**config.mk**
```make
export PLATFORM = sky130hd
export DESIGN_NAME = prog_mem
export DESIGN_NICKNAME = d
export VERILOG_FILES = /design/src/rtl/prog_mem.sv
export SDC_FILE = /design/constraint.sdc
export NUM_CORES = 1
export LEC_CHECK = 0
export ABC_AREA = 1
export CAP_MARGIN = 20
export CORE_MARGIN = 8
export CORE_UTILIZATION = 55
export DETAILED_ROUTE_END_ITERATION = 8
export GPL_TIMING_DRIVEN = 1
export PLACE_DENSITY = 0.75
export RECOVER_POWER = 50
export SLEW_MARGIN = 20
export SYNTH_ARGS = -nofsm -noshare
export SYNTH_HDL_FRONTEND = slang
export SYNTH_SLANG_ARGS = --single-unit
```
**constraint.sdc**
```tcl
create_clock -name clk -period 2.46 [get_ports clk]
set_input_delay 0.492 -clock clk [delete_from_list [all_inputs] [get_ports clk]]
set_output_delay 0.492 -clock clk [all_outputs]
set_load 0.02 [all_outputs]
```
**src/rtl/prog_mem.sv**
```systemverilog
// Synchronous-read program memory with a registered fetch port and a
// byte-serial run-time loader; fetch is only served while the loader is idle.
module prog_mem #(
  parameter  int DATA_WIDTH     = 24,
  parameter  int ADDR_BITS      = 4,
  localparam int BYTES_PER_WORD = (DATA_WIDTH + 7) / 8
) (
  input  logic                  clk,
  input  logic                  rst,

  // Fetch port
  input  logic                  rd_en,
  input  logic [ADDR_BITS-1:0]  rd_addr,
  output logic                  rd_ready,
  output logic                  rd_valid,
  output logic [DATA_WIDTH-1:0] rd_data,

  // Byte-serial loader
  input  logic                  load_start,
  input  logic [ADDR_BITS-1:0]  load_base,
  input  logic [ADDR_BITS:0]    load_len,
  input  logic                  load_valid,
  input  logic [7:0]            load_byte,
  output logic                  load_busy,
  output logic                  load_done
);

  localparam int DEPTH = 2 ** ADDR_BITS;
  localparam int CNT_W = (BYTES_PER_WORD > 1) ? $clog2(BYTES_PER_WORD) : 1;

  localparam logic [CNT_W-1:0]     LAST_BYTE = CNT_W'(BYTES_PER_WORD - 1);
  localparam logic [CNT_W-1:0]     CNT_ONE   = CNT_W'(1);
  localparam logic [ADDR_BITS-1:0] PTR_ONE   = ADDR_BITS'(1);
  localparam logic [ADDR_BITS:0]   REM_ONE   = (ADDR_BITS + 1)'(1);

  typedef enum logic {
    IDLE = 1'b0,
    LOAD = 1'b1
  } state_t;

  state_t state;
  state_t state_nxt;

  logic [ADDR_BITS-1:0]  ptr;
  logic [ADDR_BITS:0]    remaining;
  logic [CNT_W-1:0]      byte_cnt;
  logic [DATA_WIDTH-1:0] asm_q;
  logic [DATA_WIDTH-1:0] asm_nxt;

  logic accept_rd;
  logic start_load;
  logic start_empty;
  logic byte_fire;
  logic word_done;
  logic last_word;

  // Power-up contents are NOP; the array itself is never touched by reset.
  logic [DATA_WIDTH-1:0] mem [DEPTH] = '{default: '0};

  // ---------------------------------------------------------------------------
  // Event decode
  // ---------------------------------------------------------------------------
  // NOTE: every always_comb output gets a default assignment first so that no
  // path through the block can leave it unassigned and infer a latch.
  always_comb begin
    accept_rd   = 1'b0;
    start_load  = 1'b0;
    start_empty = 1'b0;
    byte_fire   = 1'b0;
    if (state == IDLE) begin
      accept_rd   = rd_en;
      start_load  = load_start && (load_len != '0);
      start_empty = load_start && (load_len == '0);
    end else begin
      byte_fire = load_valid;
    end
  end

  // Shifting the new byte in at the bottom and truncating to DATA_WIDTH drops
  // both stale bits of the previous word and the excess top bits of byte 0.
  assign asm_nxt   = DATA_WIDTH'({asm_q, load_byte});
  assign word_done = byte_fire && (byte_cnt == LAST_BYTE);
  assign last_word = word_done && (remaining == REM_ONE);

  // ---------------------------------------------------------------------------
  // FSM: state register
  // ---------------------------------------------------------------------------
  // NOTE: sequential state is assigned with non-blocking (<=) so every register
  // samples pre-edge values regardless of process evaluation order.
  always_ff @(posedge clk) begin
    if (rst) state <= IDLE;
    else     state <= state_nxt;
  end

  // FSM: next-state logic
  always_comb begin
    state_nxt = state;
    unique case (state)
      IDLE: if (start_load) state_nxt = LOAD;
      LOAD: if (last_word)  state_nxt = IDLE;
      default:              state_nxt = IDLE;
    endcase
  end

  // FSM: outputs
  always_comb begin
    rd_ready  = 1'b0;
    load_busy = 1'b0;
    unique case (state)
      IDLE:    rd_ready  = 1'b1;
      LOAD:    load_busy = 1'b1;
      default: rd_ready  = 1'b0;
    endcase
  end

  // ---------------------------------------------------------------------------
  // Fetch port and completion pulse
  // ---------------------------------------------------------------------------
  always_ff @(posedge clk) begin
    if (rst) begin
      rd_valid  <= 1'b0;
      rd_data   <= '0;
      load_done <= 1'b0;
    end else begin
      rd_valid  <= accept_rd;
      load_done <= start_empty || last_word;
      if (accept_rd) rd_data <= mem[rd_addr];
    end
  end

  // ---------------------------------------------------------------------------
  // Loader pointers and word assembly
  // ---------------------------------------------------------------------------
  always_ff @(posedge clk) begin
    if (rst) begin
      ptr       <= '0;
      remaining <= '0;
      byte_cnt  <= '0;
      asm_q     <= '0;
    end else if (start_load) begin
      ptr       <= load_base;
      remaining <= load_len;
      byte_cnt  <= '0;
    end else if (byte_fire) begin
      asm_q <= asm_nxt;
      if (word_done) begin
        byte_cnt  <= '0;
        ptr       <= ptr + PTR_ONE;
        remaining <= remaining - REM_ONE;
      end else begin
        byte_cnt <= byte_cnt + CNT_ONE;
      end
    end
  end

  // ---------------------------------------------------------------------------
  // Storage
  // ---------------------------------------------------------------------------
  // NOTE: the memory array has no reset branch so it maps onto RAM; gating the
  // write with !rst keeps a reset coincident with the final byte from landing.
  always_ff @(posedge clk) begin
    if (word_done && !rst) mem[ptr] <= asm_nxt;
  end

endmodule
```
==> metrics.md, run 1 <==
| Metric | Value |
|---|---|
| Clk buf depth | 3 |
| Area of the core | between 0.03 and 0.04 mm² |
| FILL cells | about 2300 |
| DP Area | roughly 0.019 mm² |
| Max rail drop VDD | between 0.5 and 0.6 mV |
| Hold Vio Cnt, Final | 0 |
| 1st-iter DRT viols | 1288 |
| Critical path's top delay family | buffers and inverters |
| FP Rows | 65 |
| Insertion delay to the later sink of the worst-skew pair | approximately 0.54 ns |
| Crit path max fanout | 5 |
| RSZ-0062 raised after global routing | no |
| H-tree Lvls | 2 |
| CP Cell Sequence | clkdlybuf4s50_1 |
| Beginning of the worst hold path | remaining[4] |
| Io pins | 54 |
| Hold WS | between 0.4 and 0.5 ns |
| R2r setup slk | roughly 0.50 ns |
| Status | completed |
| Drt total wl | 44500 µm |
| Tmin final | a little over 2 ns |
| Slew @ Worst Pin | 1.15 ns |
| Die Area | 0.0379 mm² |
| Area grow syn2layout | 16.8% |
| Root Buffer Master | clkbuf_16 |
| Area of the mapped netlist | between 0.015 and 0.02 mm² |
| Final weighted congestion in routability-driven placement | approximately 0.86 |
| Die X | 195 µm |
| First-pass GRT wire length | slightly below 70000 µm |
| DRC Markers | 0 |
| M1 WL | between 15000 and 20000 µm |
| Vias in the first global route | 12019 |
| IO buf count | 53 |
| Most frequent cells in the layout | 538 x nand2_1, 384 x edfxtp_1, 314 x nand3_1 |
| Share of layout cells above drive strength 1 | 0.0803 |
| FF-to-FF Start | state |
| Final Cell Area | slightly above 0.02 mm² |
| Clock Sinks | ~440 |
| Hold path depth | 2 |
| Final count of negative-setup-slack endpoints | 0 |
| Detailed-route wire length per cell | 21.2 µm |
| Max incr delay on CP | about 0.64 ns |
| DR vias/cell | roughly 5.8 |
| Leakage | 0.00776 µW |
| Synthesized instance count | 1584 |
| PwrDens | 770 mW/mm² |
| Register area | around 0.013 mm² |
| Max Clk Rate | around 480 MHz |
| Clock slew at reported path FFs | approximately 0.060 ns |
| Met2 routed WL | 21600 µm |
| Crit path launch type | flop |
| Synth Net Count | ~1600 |
| CP Buf/Inv Count | 1 |
| GRT overflow | 0 |
| Post-CTS sizing | 0 |
| Setup Skew | between 0.015 and 0.02 ns |
| Fin. max-slew vios | 0 |
| Yosys warns | 0 |
| ANT nets after route | 0 |
| Antenna violations before repair | 0 |
| R2R depth | 5 |
| Max_slew headroom | 0.236 |
| TritonCTS clock tree | built |
| Initial core utilization | 0.557 |
| Largest net degree at the start of global routing | between 90 and 100 |
| Final period util | 0.842 |
| WL met3 | 3280 µm |
| Sequential share of the synthesized area | 0.717 |
| Worst min-delay path endpoint | remaining[4] |
| Cell variety after synth | 21 |
| CP endpoint kind | output port |
| Multi-input logic area | 0.00445 mm² |
| CTS Buf Count | 44 |
| Detail Placement HPWL | between 20000 and 30000 µm |
| Most common cell after layout, fill and taps aside | nand2_1 |
| Crit path required time | 1.97 ns |
| NumNets Final | roughly 1700 |
| #FFs+latches synth | 438 |
| R2r endpoint | asm_q[15] |
| ANT cells | 0 |
| Drt first pass iters | 5 |
| Synth Area per Inst | ~11 µm² |
| CP arrival | about 1.6 ns |
| Max Cap Viol | 0 |
| Setup CP Type | flop to output port |
| CP max-delay cell | clkdlybuf4s50_1 |
| Hold Buf Count CTS | 0 |
| Max layer used | met4 |
| Hold Path Class | flop to flop |
| GRT Overall Usage | 0.234 |
| Via count | around 12000 |
| Die height | around 200 µm |
| Setup Fix Bufs, Post-CTS | 0 |
## worst max-delay path by stage
| stage | from | endpoint | slack [ns] | cells after the start |
|---|---|---|---|---|
| 2_1_floorplan | state | mem[0][0] | -0.09 | 6 |
| 3_3_place_gp | load_valid | mem[11][2] | 0.08 | 10 |
| 3_5_place_dp | load_valid | mem[0][18] | 0.09 | 10 |
| 4_1_cts | state | load_busy | 0.37 | 1 |
| 5_1_grt | rd_addr[1] | rd_data[12] | 0.23 | 10 |
| 6_report | state | load_busy | 0.39 | 1 |
## cell type report
class	instances	area share
clock buffers	67	0.0618
clock inverters	14	0.00609
inverters	45	0.00841
multi-input cells	1010	0.217
flip-flops and latches	438	0.614
well taps	402	0.0245
repair buffers	120	0.0684
## cells by family (layout without fill, tap and decap cells)
logic type | count (synthesis) | after routing | share of synthesized area
DFF | 438 | 438 | 0.717
adders and majority gates | 6 | 6 | 0.00427
and+or+nand+nor | 966 | 966 | 0.229
xor gates and xnor gates | 5 | 5 | 0.00249
buffers and inverters | 136 | 246 | 0.0364
AOI/OAI and AO/OA | 33 | 33 | 0.00996
## registers in the layout, indices dropped and copies added, names as in the netlist
signal,cells
byte_cnt,2
load_done,1
rd_valid,1
mem,384
state,1
remaining,5
asm_q,16
ptr,4
rd_data,24
## power breakdown
| group | leakage (µW) | switching [µW] | total (µW) | internal, µW |
|---|---|---|---|---|
| logic | 0.00293 | 710 | 1050 | 338 |
| clock network | 0.000679 | 2700 | 6470 | 3780 |
| registers | 0.00415 | 139 | 8290 | 8150 |
## stage by stage
| stage | utilization | total power, µW | TNS, ns | cells | setup slack (ns) |
|---|---|---|---|---|---|
| after global routing | 0.651 | 16200 | 0 | 2096 | 0.229 |
| after detailed placement | 0.608 | 9500 | 0 | 2015 | 0.0857 |
| final | 0.651 | 15800 | 0 | 2096 | 0.388 |
| after CTS | 0.652 | 15900 | 0 | 2096 | 0.375 |
| after floorplan | - | 9000 | -32.77 | 1584 | -0.0853 |
| after global placement | 0.608 | 9480 | 0 | 2015 | 0.0766 |
## synthesized netlist by cell type
cell type,number,area share
nor3b_1,1,0.00043
a21oi_1,7,0.0020
clkbuf_1,23,0.0049
nor3_1,4,0.0011
buf_2,38,0.011
nand4_1,2,0.00071
edfxtp_1,384,0.66
ha_1,6,0.0043
nand2_1,538,0.11
o21ai_0,20,0.0057
inv_2,2,0.00043
buf_1,8,0.0017
inv_1,43,0.0092
nand3_1,314,0.089
o21a_1,1,0.00043
dfxtp_1,54,0.061
buf_4,22,0.0094
a31oi_1,4,0.0014
a22oi_1,1,0.00043
xor2_1,5,0.0025
nor2_1,107,0.023
## per-layer routing
metal | global-route usage | up-vias
li1 | - | 5582
met1 | 0.304 | 5831
met2 | 0.386 | 571
met3 | 0.0330 | 108
met4 | 0.115 | 0
met5 | 0 | -
(Power assumes the default switching activity.)
==> inputs of run 2 (changes only) <==
--- a/config.mk
+++ b/config.mk
@@ -8,10 +8,10 @@
 export ABC_AREA = 1
 export CAP_MARGIN = 20
 export CORE_MARGIN = 8
-export CORE_UTILIZATION = 55
+export CORE_UTILIZATION = 61
 export DETAILED_ROUTE_END_ITERATION = 8
 export GPL_TIMING_DRIVEN = 1
-export PLACE_DENSITY = 0.75
+export PLACE_DENSITY = 0.79
 export RECOVER_POWER = 50
 export SLEW_MARGIN = 20
 export SYNTH_ARGS = -nofsm -noshare
==> constraint.sdc (replaced) <==
create_clock -name clk -period 2 [get_ports clk]
set_input_delay 0.4 -clock clk [delete_from_list [all_inputs] [get_ports clk]]
set_output_delay 0.4 -clock clk [all_outputs]
set_load 0.02 [all_outputs]
==> metrics.md, run 2 (same netlist as run 1, synthesis figures left out) <==
| Metric | Value |
|---|---|
| Max Clk Rate | roughly 500 MHz |
| CP Cell Sequence | clkdlybuf4s50_1 |
| Psw | 4210 µW |
| First-pass GRT wire length | between 60000 and 70000 µm |
| Drt total wl | about 43000 µm |
| 1st-iter DRT viols | roughly 1600 |
| Via count | 12289 |
| Sequential power share | 0.528 |
| P_int | roughly 15000 µW |
| Clk buf depth | 3 |
| Crit path required time | roughly 1.6 ns |
| Antenna violations before repair | 1 |
| Io pins | 54 |
| Max Cap Viol | 0 |
| CP max-delay cell | clkdlybuf4s50_1 |
| Area grow syn2layout | 17.1% |
| Hold Buf Count CTS | 0 |
| Max incr delay on CP | about 0.65 ns |
| Fin. max-slew vios | 0 |
| TritonCTS clock tree | built |
| Place WS | -0.275 ns |
| Initial core utilization | 0.616 |
| Power Total | between 15000 and 20000 µW |
| Detailed-route wire length per cell | approximately 21 µm |
| Final setup TNS | 0 ns |
| DR vias/cell | 5.90 |
| IO buf count | 53 |
| Insertion delay to the later sink of the worst-skew pair | 0.53 ns |
| Slew @ Worst Pin | 1.35 ns |
| Vias in the first global route | roughly 12000 |
| Die Area | roughly 0.035 mm² |
| Crit path launch type | flop |
| Hold WS | ~0.44 ns |
| GRT Overall Usage | 0.253 |
| Final weighted congestion in routability-driven placement | 0.906 |
| Die height | 186 µm |
| Root Buffer Master | clkbuf_16 |
| ANT cells | 0 |
| Hold Vio Cnt, Final | 0 |
| Crit path max fanout | 2 |
| Hold Path Class | input pin to flop |
| Setup CP Type | flop to output port |
| Drt first pass iters | 5 |
| CTS Buf Count | 42 |
| Max FFs per register | approximately 380 |
| CP Buf/Inv Count | 1 |
| Biggest regs | mem (384), rd_data (24), asm_q (16) |
| Final count of negative-setup-slack endpoints | 0 |
| Setup Fix Bufs, Post-CTS | 0 |
| PwrDens | 932 mW/mm² |
| RSZ-0062 raised after global routing | no |
| Max rail drop VDD | around 0.55 mV |
| Most common cell after layout, fill and taps aside | nand2_1 |
| DRC Markers | 0 |
| Share of layout cells above drive strength 1 | 0.0813 |
| Combinational power share | 0.072 |
| Leakage | just under 0.008 µW |
| FP Rows | 62 |
| Final worst slack | 0.0586 ns |
| NumNets Final | 1698 |
| Switching share of power | 0.220 |
| Largest net degree at the start of global routing | 76 |
| Detail Placement HPWL | around 27000 µm |
| GRT overflow | 0 |
| Clock Sinks | 438 |
| CP arrival | roughly 1.5 ns |
| Post-CTS sizing | 0 |
| Largest reg by FF count | mem |
| Critical path's top delay family | buffers and inverters |
| Status | completed |
| Tmin final | slightly below 2 ns |
| Final period util | 0.971 |
| Max_slew headroom | 0.101 |
| H-tree Lvls | 2 |
| ANT nets after route | 0 |
| Clock slew at reported path FFs | around 0.060 ns |
| Setup Skew | about 0.013 ns |
| CP endpoint kind | output port |
| Die X | between 150 and 200 µm |
| Most frequent cells in the layout | 538 x nand2_1, 384 x edfxtp_1, 314 x nand3_1 |
| Area of the core | between 0.02 and 0.03 mm² |
| Clock share of power | 0.400 |
-- run 2: cell count changes in the layout (fill, tap and decap cells not counted), moves of 2 or more --
cell,delta
buf_12,+6
buf_4,-4
clkbuf_16,-3
dlymetal6s2s_1,+3
clkbuf_4,+2
clkdlybuf4s50_1,-2
clkinv_1,+2
clkinv_2,+2
-- run 2: area by class of cell --
| class | count | area [µm²] |
|---|---|---|
| sequential | 438 | 12600 |
| fill | 1875 | 7970 |
| multi-input combinational | 1010 | 4450 |
| timing repair buffer | 129 | 1530 |
| clock buffer | 59 | 1180 |
| tap | 384 | 480 |
| inverter | 45 | 169 |
| clock inverter | 17 | 156 |
-- run 2: worst paths after layout --
check	depth (start not counted)	slack (ns)	startpoint	end
min	3	0.44	rd_en	rd_valid
max reg2reg	7	0.14	state	rd_data[6]
max	1	0.06	rd_data[11]	rd_data[11]
min reg2reg	2	0.48	remaining[4]	remaining[4]
-- run 2: power by group through the flow --
stage | clock network [µW] | logic (µW) | registers, µW
2_1_floorplan | 0 | 712 | 10400
3_3_place_gp | 0 | 1360 | 10300
3_5_place_dp | 0 | 1380 | 10300
4_1_cts | 7730 | 1400 | 10100
5_1_grt | 8060 | 1500 | 10100
6_report | 7660 | 1380 | 10100
-- run 2: metal layers --
metal	vias up	wire (µm)	global-route usage
met5	-	13	0
met4	2	1640	0.0994
met3	131	4740	0.0545
met2	752	20300	0.407
met1	5807	16500	0.335
li1	5597	-	-
-- run 2: stage by stage --
stage / utilization / instances / cell area, µm²
3_5_place_dp: 0.677 / 2006 / 19300
5_1_grt: 0.721 / 2082 / 20600
2_1_floorplan: - / 1584 / 17600
6_report: 0.721 / 2082 / 20600
4_1_cts: 0.724 / 2082 / 20700
3_3_place_gp: 0.677 / 2006 / 19300
